--- src/rtl/pipeline_hazard_unit_pkg.sv ---
// Shared types and defaults for the pipeline hazard unit: tracked-stage entry
// record, forward-select encoding and default parameter values.
`timescale 1ns/1ps
package pipeline_hazard_unit_pkg;
  localparam int ADDR_W_MAX       = 16;
  localparam int DEF_ADDR_W       = 5;
  localparam int DEF_DEPTH        = 3;
  localparam int DEF_LOAD_STAGE   = 2;
  localparam int DEF_BRANCH_STAGE = 2;
  localparam int CNT_W            = 16;
  localparam int SEL_RF           = 0;

  // dst is stored zero-extended so one record type serves any ADDR_W <= ADDR_W_MAX
  typedef struct packed {
    logic                  valid;
    logic                  wr;
    logic [ADDR_W_MAX-1:0] dst;
    logic                  is_load;
  } entry_t;
endpackage

--- src/rtl/pipeline_hazard_unit_match.sv ---
// Per-source match: picks the youngest in-flight producer of a source register
// and flags a load-use stall when that producer's data is not yet available.
`timescale 1ns/1ps
module hazard_match
  import pipeline_hazard_unit_pkg::*;
#(
  parameter int ADDR_W     = DEF_ADDR_W,
  parameter int DEPTH      = DEF_DEPTH,
  parameter int LOAD_STAGE = DEF_LOAD_STAGE,
  parameter int SEL_W      = $clog2(DEPTH+1)
) (
  input  entry_t [DEPTH:1]    entries,
  input  logic                id_valid,
  input  logic                used,
  input  logic [ADDR_W-1:0]   src,
  output logic [SEL_W-1:0]    sel,
  output logic                load_stall
);
  logic [ADDR_W_MAX-1:0] src_ext;
  logic                  active;

  assign src_ext = ADDR_W_MAX'(src);
  assign active  = id_valid && used && (src != '0);

  always_comb begin
    sel        = SEL_W'(SEL_RF);
    load_stall = 1'b0;
    // scan oldest to youngest so the youngest match is the one left standing
    for (int k = DEPTH; k >= 1; k--) begin
      if (entries[k].valid && entries[k].wr && entries[k].dst == src_ext) begin
        sel        = SEL_W'(k);
        load_stall = entries[k].is_load && (k < LOAD_STAGE);
      end
    end
    if (!active) begin
      sel        = SEL_W'(SEL_RF);
      load_stall = 1'b0;
    end
    if (load_stall) sel = SEL_W'(SEL_RF);
  end
endmodule

--- src/rtl/pipeline_hazard_unit.sv ---
// Hazard unit: tracks writing instructions in EX..WB, drives forward selects,
// load-use stall/bubble and branch flush, plus in-flight and stall counters.
`timescale 1ns/1ps
module pipeline_hazard_unit
  import pipeline_hazard_unit_pkg::*;
#(
  parameter int ADDR_W       = DEF_ADDR_W,
  parameter int DEPTH        = DEF_DEPTH,
  parameter int LOAD_STAGE   = DEF_LOAD_STAGE,
  parameter int BRANCH_STAGE = DEF_BRANCH_STAGE,
  parameter int SEL_W        = $clog2(DEPTH+1)
) (
  input  logic              clk,
  input  logic              rst_n,
  input  logic              id_valid,
  input  logic [ADDR_W-1:0] id_rs,
  input  logic [ADDR_W-1:0] id_rt,
  input  logic              id_uses_rs,
  input  logic              id_uses_rt,
  input  logic [ADDR_W-1:0] id_dst,
  input  logic              id_reg_write,
  input  logic              id_is_load,
  input  logic              branch_taken,
  output logic              stall_if,
  output logic              bubble_id,
  output logic              flush,
  output logic [SEL_W-1:0]  fwd_rs_sel,
  output logic [SEL_W-1:0]  fwd_rt_sel,
  output logic [SEL_W-1:0]  in_flight,
  output logic [CNT_W-1:0]  stall_cnt
);
  entry_t [DEPTH:1] ent, ent_nxt;
  entry_t           id_ent;
  logic [SEL_W-1:0] rs_sel, rt_sel, cnt_nxt;
  logic             rs_stall, rt_stall;

  hazard_match #(.ADDR_W(ADDR_W), .DEPTH(DEPTH), .LOAD_STAGE(LOAD_STAGE), .SEL_W(SEL_W)) u_rs (
    .entries(ent), .id_valid(id_valid), .used(id_uses_rs), .src(id_rs),
    .sel(rs_sel), .load_stall(rs_stall)
  );

  hazard_match #(.ADDR_W(ADDR_W), .DEPTH(DEPTH), .LOAD_STAGE(LOAD_STAGE), .SEL_W(SEL_W)) u_rt (
    .entries(ent), .id_valid(id_valid), .used(id_uses_rt), .src(id_rt),
    .sel(rt_sel), .load_stall(rt_stall)
  );

  // outputs are forced quiet while reset is held, whatever the inputs do
  assign flush      = rst_n & branch_taken;
  assign stall_if   = rst_n & (rs_stall | rt_stall) & ~branch_taken;
  assign bubble_id  = stall_if;
  assign fwd_rs_sel = rst_n ? rs_sel : SEL_W'(SEL_RF);
  assign fwd_rt_sel = rst_n ? rt_sel : SEL_W'(SEL_RF);

  always_comb begin
    id_ent         = '0;
    id_ent.valid   = 1'b1;
    id_ent.wr      = id_reg_write && (id_dst != '0);
    id_ent.dst     = ADDR_W_MAX'(id_dst);
    id_ent.is_load = id_is_load;

    ent_nxt    = '0;
    ent_nxt[1] = (id_valid && !stall_if && !branch_taken) ? id_ent : '0;
    // younger-than-branch entries die as they shift; the branch itself moves on
    for (int k = 2; k <= DEPTH; k++)
      ent_nxt[k] = (branch_taken && (k-1) < BRANCH_STAGE) ? '0 : ent[k-1];

    cnt_nxt = '0;
    for (int k = 1; k <= DEPTH; k++)
      cnt_nxt = cnt_nxt + SEL_W'(ent_nxt[k].valid & ent_nxt[k].wr);
  end

  always_ff @(posedge clk or negedge rst_n) begin
    if (!rst_n) begin
      ent       <= '0;
      in_flight <= '0;
      stall_cnt <= '0;
    end else begin
      ent       <= ent_nxt;
      in_flight <= cnt_nxt;
      if (stall_if && stall_cnt != {CNT_W{1'b1}}) stall_cnt <= stall_cnt + 1'b1;
    end
  end
endmodule

--- config.mk ---
export PLATFORM = sky130hd
export DESIGN_NAME = pipeline_hazard_unit
export DESIGN_NICKNAME = d
export VERILOG_FILES = /design/src/rtl/pipeline_hazard_unit_pkg.sv /design/src/rtl/pipeline_hazard_unit_match.sv /design/src/rtl/pipeline_hazard_unit.sv
export SDC_FILE = /design/constraint.sdc
export NUM_CORES = 1
export LEC_CHECK = 0
export CAP_MARGIN = 20
export CORE_UTILIZATION = 44
export CTS_BUF_LIST = sky130_fd_sc_hd__clkbuf_2
export DETAILED_ROUTE_END_ITERATION = 8
export PLACE_DENSITY_LB_ADDON = 0.05
export SYNTH_ARGS = -nofsm -noshare
export SYNTH_HDL_FRONTEND = slang
export SYNTH_SLANG_ARGS = --single-unit
--- constraint.sdc ---
create_clock -name clk -period 4 [get_ports clk]
set_input_delay 0.8 -clock clk [delete_from_list [all_inputs] [get_ports clk]]
set_output_delay 0.8 -clock clk [all_outputs]
set_load 0.005 [all_outputs]
==> results.txt, run 1 <==
Unrepaired setup endpoints after global routing = false
Commonest non-fill, non-tap cell in the layout = clkdlybuf4s50_1
Worst R2R Path Depth = 7
Outcome = complete, no violations
DP Wirelength = 3640 um
Type of the tightest min-delay check = in2async
Clock buffer count from CTS = 5
First-pass iteration count of the detailed router = 4
Clock Latency Late Sink = 0.38 ns
Commonest non-fill, non-tap cells in the layout = clkdlybuf4s50_1 (46), dfrtp_1 (40), xor2_1 (26)
Area of the mapped netlist = 0.00220 sq mm
Placed Cells = 320
Worst setup SP type = input pin
Unique masters post-synth = 36
Critical path fanouts, max = 4
FF/Latch Area = 0.00100 sq mm
Final hold vios = 0
Post-synthesis sequential area ratio = 0.455
Pre-CTS setup slack = 0.215 ns
Yosys top cell by area = dfrtp_1
Ys flop type = dfrtp_1
Worst path slowest cell = clkdlybuf4s50_1
PortBufs = 47
GP Congestion = 0.916
Skew final = 0.0309 ns
Clock Pin Slew Worst Setup and Hold Paths = 0.21 ns
Placement row count = 25
Drt wl/cell = 14.3 um
Total of max-cap violations = 0
Crit Path Class = in2out
Clock power frac = 0.249
CTS tree = built
Global-route wire length before repair = 7690 um
Peak supply drop = 0.000137 V
Setup TNS = 0 ns
Leakage power = 1.18 nW
Internal power = 0.502 mW
Sequential power share = 0.623
Relative slew margins = 0.662
CP dominant cell by count = clkdlybuf4s50_1
CP Capture Type = primary output
Reg-to-Reg Start = ent[3]
Post-synth EDFFs = 0
Clock root cell = clkbuf_2
Synth top area cells = dfrtp_1 (46%), xor2_1 (10%), xnor2_1 (6.8%), nor3_2 (3.2%), nand4_1 (3.1%)
Chip Width = 72.7 um
Setup bufs post-CTS = 0
Largest net degree at the start of global routing = 34
Io pins = 48
Clock Sinks = 40
Layout cells sized above 1 = 0.119
Sw Share = 0.253
Core footprint = 0.00475 sq mm
Worst-margin pin slew = 0.502 ns
Max Fclk = 264 MHz
Post-synth ARST share = 1.00
Max Slew Vio Count = 0
Switching Power = 0.170 mW
Final cell count without fillers = 328
Average size of a mapped cell = 10.8 sq um
# hold bufs at CTS = 0
Synth top area share = 0.455
Worst Path Arrival = 2.99 ns
CP peak stage delay = 0.51 ns
Antenna fix cells = 0
Pwr/cell area = 239 mW/mm^2
GR Util All Layers = 0.196
Final Setup Violations = 0
Crit path cell chain = clkdlybuf4s50_1, xor2_1, nor4_4, nand2_1, or2_2, a21oi_1, clkdlybuf4s50_1
Die height = 72.7 um
Deepest clock path buffer count = 2
Post-cts sizing count = 0
Finished Core Util = 0.592
Layout area overhead = 28.0%
H-tree levels = 2
Yosys warns = 0
Required time of the critical path = 3.20 ns
Multi-input gate area = 0.00116 sq mm
Initial Util = 0.463
Tmin final = 3.79 ns
Seq cells post-synth = 40
Syn Nets = 228
Via count = 1,705
Grt total ovfl = 0
Initial DRC count = 65
Post-Route WL = 4670 um
# nets final = 285
Vias per cell = 5.20
Mapped Cells = 203
Crit Reg-Reg Endpoint = in_flight[0]
Gate power share = 0.128
Initial antenna violation count = 0
Die area = 0.00529 sq mm
Period utilization = 0.947
Final setup margin = 0.212 ns
Routed Antenna Nets = 0
Drt drc = 0
FF-to-FF setup slack = 1.76 ns
Fillers = 443
Vias in the first global route = 1,569
[through the flow]
step | cell area (sq um) | power, mW | hold slack [ns]
3_5_place_dp | 2780 | 0.514 | 0.364
2_1_floorplan | 2200 | 0.461 | 0.354
5_1_grt | 2820 | 0.711 | 0.241
3_3_place_gp | 2780 | 0.513 | 0.360
6_report | 2820 | 0.673 | 0.271
4_1_cts | 2820 | 0.682 | 0.267
[sequential cells by signal, summed over array words and instances, names as in the netlist]
register,cells
stall_cnt,16
in_flight,2
ent,22
[worst max-delay path by stage]
stage                         from            end  cells past startpoint
after detailed placement  id_rt[2]  fwd_rt_sel[0]                      7
after CTS                 id_rt[2]  fwd_rt_sel[0]                      7
after global routing      id_rt[2]  fwd_rt_sel[0]                      7
after global placement    id_rt[2]  fwd_rt_sel[0]                      7
final                     id_rt[2]  fwd_rt_sel[0]                      7
after floorplan           id_rs[3]  fwd_rs_sel[0]                      5
[cell families (layout without fill, tap and decap cells)]
| logic type | count (synthesis) | after routing | share of synthesized area |
|---|---|---|---|
| mux | 3 | 3 | 0.0148 |
| buf+inv | 7 | 65 | 0.0188 |
| compound gates | 12 | 12 | 0.0529 |
| flops | 40 | 40 | 0.455 |
| fa+ha+maj | 2 | 2 | 0.0148 |
| simple gates | 96 | 96 | 0.272 |
| xor+xnor | 43 | 43 | 0.171 |
[power by group through the flow]
stage | clock [mW] | combinational (mW) | sequential [mW]
floorplan | 0 | 0.0365 | 0.425
global placement | 0 | 0.0864 | 0.427
detailed placement | 0 | 0.0868 | 0.427
CTS | 0.175 | 0.0871 | 0.420
global route | 0.195 | 0.0948 | 0.421
finish | 0.167 | 0.0861 | 0.419
[metal layers]
metal | routed length [um] | share of wire | track usage | up-vias
met4 | 50 | 0.011 | 0.0566 | 0
met1 | 2390 | 0.51 | 0.297 | 822
li1 | - | - | - | 833
met5 | 0 | 0 | 0 | -
met3 | 194 | 0.042 | 0.0456 | 6
met2 | 2040 | 0.44 | 0.278 | 44
[synthesized netlist by cell type (4+ instances only)]
cell type,count
or3_1,5
nor2_1,12
nand2_1,16
xnor2_1,17
nor3_2,7
nor2b_1,7
nand3_1,9
nor3_1,4
nand4_1,11
a21oi_1,4
and2_1,7
xor2_1,26
dfrtp_1,40
[final cells by class]
cell class | count | area share
clock inverter | 1 | 0.00133
inverter | 3 | 0.00400
tap | 67 | 0.0298
clock buffer | 7 | 0.0124
sequential | 40 | 0.355
timing repair buffer | 54 | 0.184
multi-input combinational | 156 | 0.413
[worst max-delay path, delay by kind of cell]
kind	cells	cell delay, ns
AND/OR/NAND/NOR	3	0.84
XOR/XNOR	1	0.21
buffers and inverters	2	1.01
AO/OA/AOI/OAI	1	0.13
Note: power is estimated with default switching activity, not from simulation.
==> inputs of run 2 (changes only) <==
--- a/config.mk
+++ b/config.mk
@@ -7,4 +7,5 @@
 export LEC_CHECK = 0
 export CAP_MARGIN = 20
+export CORE_MARGIN = 2
 export CORE_UTILIZATION = 44
 export CTS_BUF_LIST = sky130_fd_sc_hd__clkbuf_2
==> constraint.sdc (replaced) <==
create_clock -name clk -period 4 [get_ports clk]
set_input_delay 1.2 -clock clk [delete_from_list [all_inputs] [get_ports clk]]
set_output_delay 1.2 -clock clk [all_outputs]
set_load 0.005 [all_outputs]
==> run 2 against run 1 <==
  * Power is 14% higher
  * Final cell count is 6.7% higher
  * Combinational power is 13% higher
  * Clock power is 48% higher
  * Non-clock buffer count is 22 higher
  * Sequential share of layout area is 2.4 points lower
  * Clock-buffer cell count is 2 lower
  * Critical path type unchanged
==> results.txt, run 2 (synthesis gave the netlist of run 1 again) <==
Fillers = 407 (-8.1%)
Via count = 1,755 (+2.9%)
Grt total ovfl = 0 (unchanged)
Largest registers = ent (22), stall_cnt (16), in_flight (2)
Vias in the first global route = 1,687 (+7.5%)
Crit Path Class = in2out
Worst setup SP type = input pin
Pwr/cell area = 253 mW/mm^2 (+5.9%)
Max Fclk = 252 MHz (-4.4%)
Core footprint = 0.00479 sq mm (+0.66%)
Period utilization = 0.991 (+0.0439)
Tmin final = 3.96 ns (+0.176 ns)
Unrepaired setup endpoints after global routing = true
Commonest non-fill, non-tap cell in the layout = dfrtp_1
Pre-CTS setup slack = -0.489 ns (-0.703 ns)
Leakage power = 1.34 nW (+14%)
GP Congestion = 0.917 (+0.14%)
Max reg flops = 22 (unchanged)
Peak supply drop = 0.000180 V (+32%)
Critical path fanouts, max = 3 (-1)
Post-Route WL = 4930 um (+5.6%)
Worst R2R Path Depth = 9 (+2)
GR Util All Layers = 0.199 (+0.00330)
PortBufs = 47 (unchanged)
Hold_sp = ent[36]
Total of max-cap violations = 0 (unchanged)
Die height = 74.7 um (+2.8%)
Routed Antenna Nets = 0 (unchanged)
DP Wirelength = 3820 um (+5.1%)
FF-to-FF setup slack = 1.67 ns (-0.09 ns)
CP peak stage delay = 0.30 ns (-0.21 ns)
Final Setup Violations = 0 (unchanged)
Clock Pin Slew Worst Setup and Hold Paths = 0.21 ns (about the same)
Clock buffer count from CTS = 5 (unchanged)
Drt drc = 0 (unchanged)
CP dominant cell by count = buf_4
Final hold vios = 0 (unchanged)
Global-route wire length before repair = 8350 um (+8.6%)
Commonest non-fill, non-tap cells in the layout = dfrtp_1 (40), clkdlybuf4s50_1 (30), buf_4 (29)
Initial antenna violation count = 0 (unchanged)
Initial DRC count = 88 (+35%)
Max Slew Vio Count = 0 (unchanged)
CTS tree = built
Layout area overhead = 37.4%
Placed cell area = 0.00292 sq mm (+5.1%)
Required time of the critical path = 2.80 ns (-0.40 ns)
Reg-to-Reg Start = ent[3]
Placed Cells = 339 (+5.9%)
Relative slew margins = 0.670 (+0.00790)
H-tree levels = 2 (unchanged)
Placement row count = 25 (unchanged)
First-pass iteration count of the detailed router = 4 (unchanged)
Chip Width = 74.7 um (+2.8%)
Outcome = complete, no violations
# nets final = 307 (+7.7%)
Skew final = 0.0151 ns (-0.0159 ns)
Vias per cell = 5.01 (-3.5%)
Most flop-heavy register = ent
Final Instance Area = 0.00302 sq mm (+7.3%)
Final setup margin = 0.0368 ns (-0.176 ns)
Deepest clock path buffer count = 2 (unchanged)
Worst path slowest cell = or2_2
Layout cells sized above 1 = 0.219 (+0.100)
Io pins = 48 (unchanged)
Worst-margin pin slew = 0.491 ns (-0.0118 ns)
CP Capture Type = primary output
Crit Reg-Reg Endpoint = in_flight[0]
Clock Latency Late Sink = 0.40 ns (+0.02 ns)
Die area = 0.00558 sq mm (+5.6%)
Setup TNS = 0 ns (unchanged)
Clock root cell = clkbuf_2
Type of the tightest min-delay check = reg2reg
Crit path cell chain = dlygate4sd2_1, buf_4, xor2_1, nor2_1, buf_4, nand2_1, or2_2, a21oi_2, clkdlybuf4s15_1
Finished Core Util = 0.631 (+0.0390)
Hold-critical path endpoint = ent[55]
Drt wl/cell = 14.1 um (-1.1%)
Worst Path Arrival = 2.76 ns (-0.23 ns)
Hold Path Depth = 0
Antenna fix cells = 0 (unchanged)
Clock Sinks = 40 (unchanged)
Final cell count without fillers = 350 (+6.7%)
Largest net degree at the start of global routing = 35 (+2.9%)
Initial Util = 0.460 (-0.00302)
==> run 2: cell count changes in the layout (fill, tap and decap cells not counted), moves of 2 or more <==
cell             change
clkdlybuf4s50_1     -16
buf_4               +22
a21oi_1              -2
clkdlybuf4s15_2      +3
clkinv_4             +2
a21oi_2              +2
dlygate4sd2_1       +11
==> run 2: worst max-delay path: cells and delay by family <==
| family | cells | cell delay (ns) |
|---|---|---|
| buf+inv | 4 | 0.76 |
| simple gates | 3 | 0.53 |
| xor+xnor | 1 | 0.14 |
| compound gates | 1 | 0.13 |
==> run 2: metrics by stage <==
stage                     power, mW  hold slack, ns
final                         0.764           0.416
after global routing          0.801           0.426
after CTS                     0.775           0.418
after detailed placement      0.526           0.360
after global placement        0.525           0.358
after floorplan               0.461           0.354
==> run 2: worst max path at each step <==
stage | to | cells past startpoint | slack (ns) | from
6_report | fwd_rt_sel[0] | 9 | 0.04 | id_rt[0]
4_1_cts | fwd_rt_sel[0] | 8 | 0.04 | id_rt[1]
2_1_floorplan | fwd_rs_sel[0] | 5 | 0.53 | id_rs[3]
5_1_grt | fwd_rt_sel[0] | 9 | -0.05 | id_rt[0]
3_3_place_gp | fwd_rs_sel[0] | 7 | -0.49 | id_rs[3]
3_5_place_dp | fwd_rs_sel[0] | 7 | -0.49 | id_rs[3]
==> run 2: area by class of cell <==
type / count / area, sq um / area share
multi-input cells: 156 / 1180 / 0.392
flip-flops and latches: 40 / 1000 / 0.331
repair buffers: 76 / 668 / 0.221
well taps: 67 / 83.8 / 0.0277
clock inverters: 3 / 47.5 / 0.0157
clock buffers: 5 / 25.0 / 0.00828
inverters: 3 / 11.3 / 0.00373
==> run 2: what timing repair did <==
action                                  4_1_cts  5_1_grt
gates resized for setup                      26        3
buffers inserted                              2        1
endpoints found under the setup margin        6        6
pin swaps                                     5        7
endpoints found under the hold margin         0        0
hold buffers                                  0        0
==> run 2: metal layers <==
| layer | track usage | wire (um) |
|---|---|---|
| met4 | 0.0635 | 65 |
| met2 | 0.271 | 2120 |
| met3 | 0.0428 | 297 |
| met5 | 0 | 0 |
| met1 | 0.314 | 2450 |
==> run 2: power by group <==
part / internal [mW] / switching, mW
sequential: 0.413 / 0.00733
combinational: 0.0511 / 0.0462
clock: 0.108 / 0.139
==> inputs of run 3 (changes only) <==
- ABC_CLOCK_PERIOD_IN_PS: default -> 4000
- SYNTH_HIERARCHICAL: default -> 1
==> run 3 against run 2 <==
  * Area after synthesis is 4.5% higher
  * Core utilization increased by 6.2 points
  * Clock skew fell by 0.0037 ns
  * Wire length increased by 18%
  * Register-to-register slack worse by 1.2 ns
  * Non-clock buffer count grew 2
  * Via count rose by 19%
  * Clock-buffer cell count did not move
  * Critical path depth is 12 higher
  * Critical path type is now in2reg
==> results.txt, run 3 <==
DP Wirelength = 4450 um (+17%)
Average size of a mapped cell = 10.3 sq um (-5.3%)
Largest net degree at the start of global routing = 21 (-40%)
Type of the tightest min-delay check = reg2reg
# nets final = 396 (+29%)
Clock root cell = clkbuf_2
Area of the mapped netlist = 0.00230 sq mm (+4.5%)
Clock Sinks = 40 (unchanged)
Global-route wire length before repair = 9770 um (+17%)
Setup TNS = 0 ns (unchanged)
Relative slew margins = 0.492 (-0.178)
Unrepaired setup endpoints after global routing = true
Layout cells sized above 1 = 0.237 (+0.0175)
Vias per cell = 4.71 (-6.0%)
Routed Antenna Nets = 0 (unchanged)
Worst R2R Path Depth = 20 (+11)
Initial antenna violation count = 0 (unchanged)
Initial Util = 0.453 (-0.00670)
Most flop-heavy register = ent
Placed cell area = 0.00324 sq mm (+11%)
Mapped Cells = 224 (+10%)
PortBufs = 47 (unchanged)
Leakage power = 1.71 nW (+28%)
Worst-margin pin slew = 0.757 ns (+0.266 ns)
Finished Core Util = 0.693 (+0.0617)
Antenna fix cells = 0 (unchanged)
Clock buffer count from CTS = 5 (unchanged)
Initial DRC count = 125 (+42%)
Commonest non-fill, non-tap cell in the layout = conb_1
Drt wl/cell = 13.2 um (-6.4%)
Core footprint = 0.00507 sq mm (+6.0%)
Design Power = 0.774 mW (+1.3%)
Placement row count = 26 (+4.0%)
Required time of the critical path = 4.30 ns (+1.50 ns)
Outcome = complete, no violations
Layout area overhead = 53.0%
Skew final = 0.0114 ns (-0.00370 ns)
Via count = 2,084 (+19%)
Reg-to-Reg Start = ent[4]
Total of max-cap violations = 0 (unchanged)
GP Congestion = 0.879 (-4.2%)
Clock Latency Late Sink = 0.39 ns (about the same)
Worst setup SP type = input pin
Final Instance Area = 0.00352 sq mm (+16%)
GR Util All Layers = 0.213 (+0.0132)
Final hold vios = 0 (unchanged)
H-tree levels = 2 (unchanged)
Crit Reg-Reg Endpoint = stall_cnt[5]
Peak supply drop = 0.000192 V (+6.5%)
Crit Path Class = in2reg
Max reg flops = 22 (unchanged)
# hold bufs at CTS = 0 (unchanged)
Commonest non-fill, non-tap cells in the layout = conb_1 (66), dfrtp_1 (40), clkdlybuf4s50_1 (30)
Die height = 76.3 um (+2.1%)
Worst setup endpoint = stall_cnt[5]
Die area = 0.00582 sq mm (+4.2%)
Deepest clock path buffer count = 2 (unchanged)
CP Capture Type = register
Drt drc = 0 (unchanged)
Largest registers = ent (22), stall_cnt (16), in_flight (2)
CTS tree = built
Tmin final = 3.97 ns (+0.00515 ns)
Final cell count without fillers = 442 (+26%)
Post-Route WL = 5830 um (+18%)
FF-to-FF setup slack = 0.43 ns (-1.24 ns)
Worst Path Arrival = 4.27 ns (+1.51 ns)
Io pins = 48 (unchanged)
Critical path fanouts, max = 5 (+2)
Grt total ovfl = 0 (unchanged)
Period utilization = 0.992 (+0.00129)
Final Setup Violations = 0 (unchanged)
Max Slew Vio Count = 0 (unchanged)
Max Fclk = 252 MHz (-0.13%)
Vias in the first global route = 2,020 (+20%)
Pwr/cell area = 220 mW/mm^2 (-13%)
First-pass iteration count of the detailed router = 4 (unchanged)
Yosys warns = 6 (+6)
Crit. Startpoint = id_rt[2]
Clock Pin Slew Worst Setup and Hold Paths = 0.22 ns (about the same)
Chip Width = 76.3 um (+2.1%)
Placed Cells = 424 (+25%)
## run 3: area by class of cell
class                   instances  area, sq um
fillers                       433         1560
repair buffers                 78          673
well taps                      70         87.6
inverters                       4         15.0
clock inverters                 3         42.5
multi-input cells             242         1670
clock buffers                   5         25.0
flip-flops and latches         40         1000
## run 3: repair_timing
action                                  in CTS  in global routing
pin swaps                                   18                 13
buffers inserted                            11                  0
endpoints found under the setup margin       6                 13
gates resized for setup                     66                 20
## run 3: power by group
group          internal [mW]  switching, mW  leakage, nW
Sequential             0.413        0.00809        0.550
Clock                  0.104          0.139       0.0390
Combinational         0.0546         0.0550         1.12
Total                  0.572          0.203         1.71
## run 3: how the worst min path moves through the flow
stage / from / to / slack (ns) / cells after the start
after detailed placement: ent[23] / ent[42] / 0.42 / 0
final: ent[23] / ent[42] / 0.46 / 0
after floorplan: ent[37] / ent[56] / 0.39 / 0
after global routing: ent[20] / ent[39] / 0.46 / 0
after CTS: ent[23] / ent[42] / 0.46 / 0
after global placement: ent[23] / ent[42] / 0.41 / 0
## run 3: routing by layer
metal	up-vias	share of wire	track usage
met5	-	0	0
met4	0	0.0089	0.0564
met3	4	0.038	0.0415
met2	53	0.48	0.338
met1	989	0.47	0.299
li1	1038	-	-
## run 3: critical path: stages
cell	delay, ns
buf_6	0.10
buf_4	0.14
or3_4	0.39
o311a_4	0.37
nand2_2	0.09
nor2_4	0.04
buf_4	0.12
buf_4	0.12
buf_4	0.12
buf_4	0.12
buf_4	0.12
buf_4	0.12
buf_4	0.12
buf_4	0.12
buf_4	0.12
buf_4	0.12
o21a_1	0.23
nand3_4	0.14
buf_4	0.16
nor3_1	0.06
xor2_1	0.18
## run 3: per-stage QoR
stage                     hold slack [ns]  setup WS (ns)
after floorplan                     0.395         0.0834
final                               0.460         0.0316
after detailed placement            0.418         -0.847
after global placement              0.412         -0.817
after CTS                           0.464       -0.00756
after global routing                0.463        -0.0392
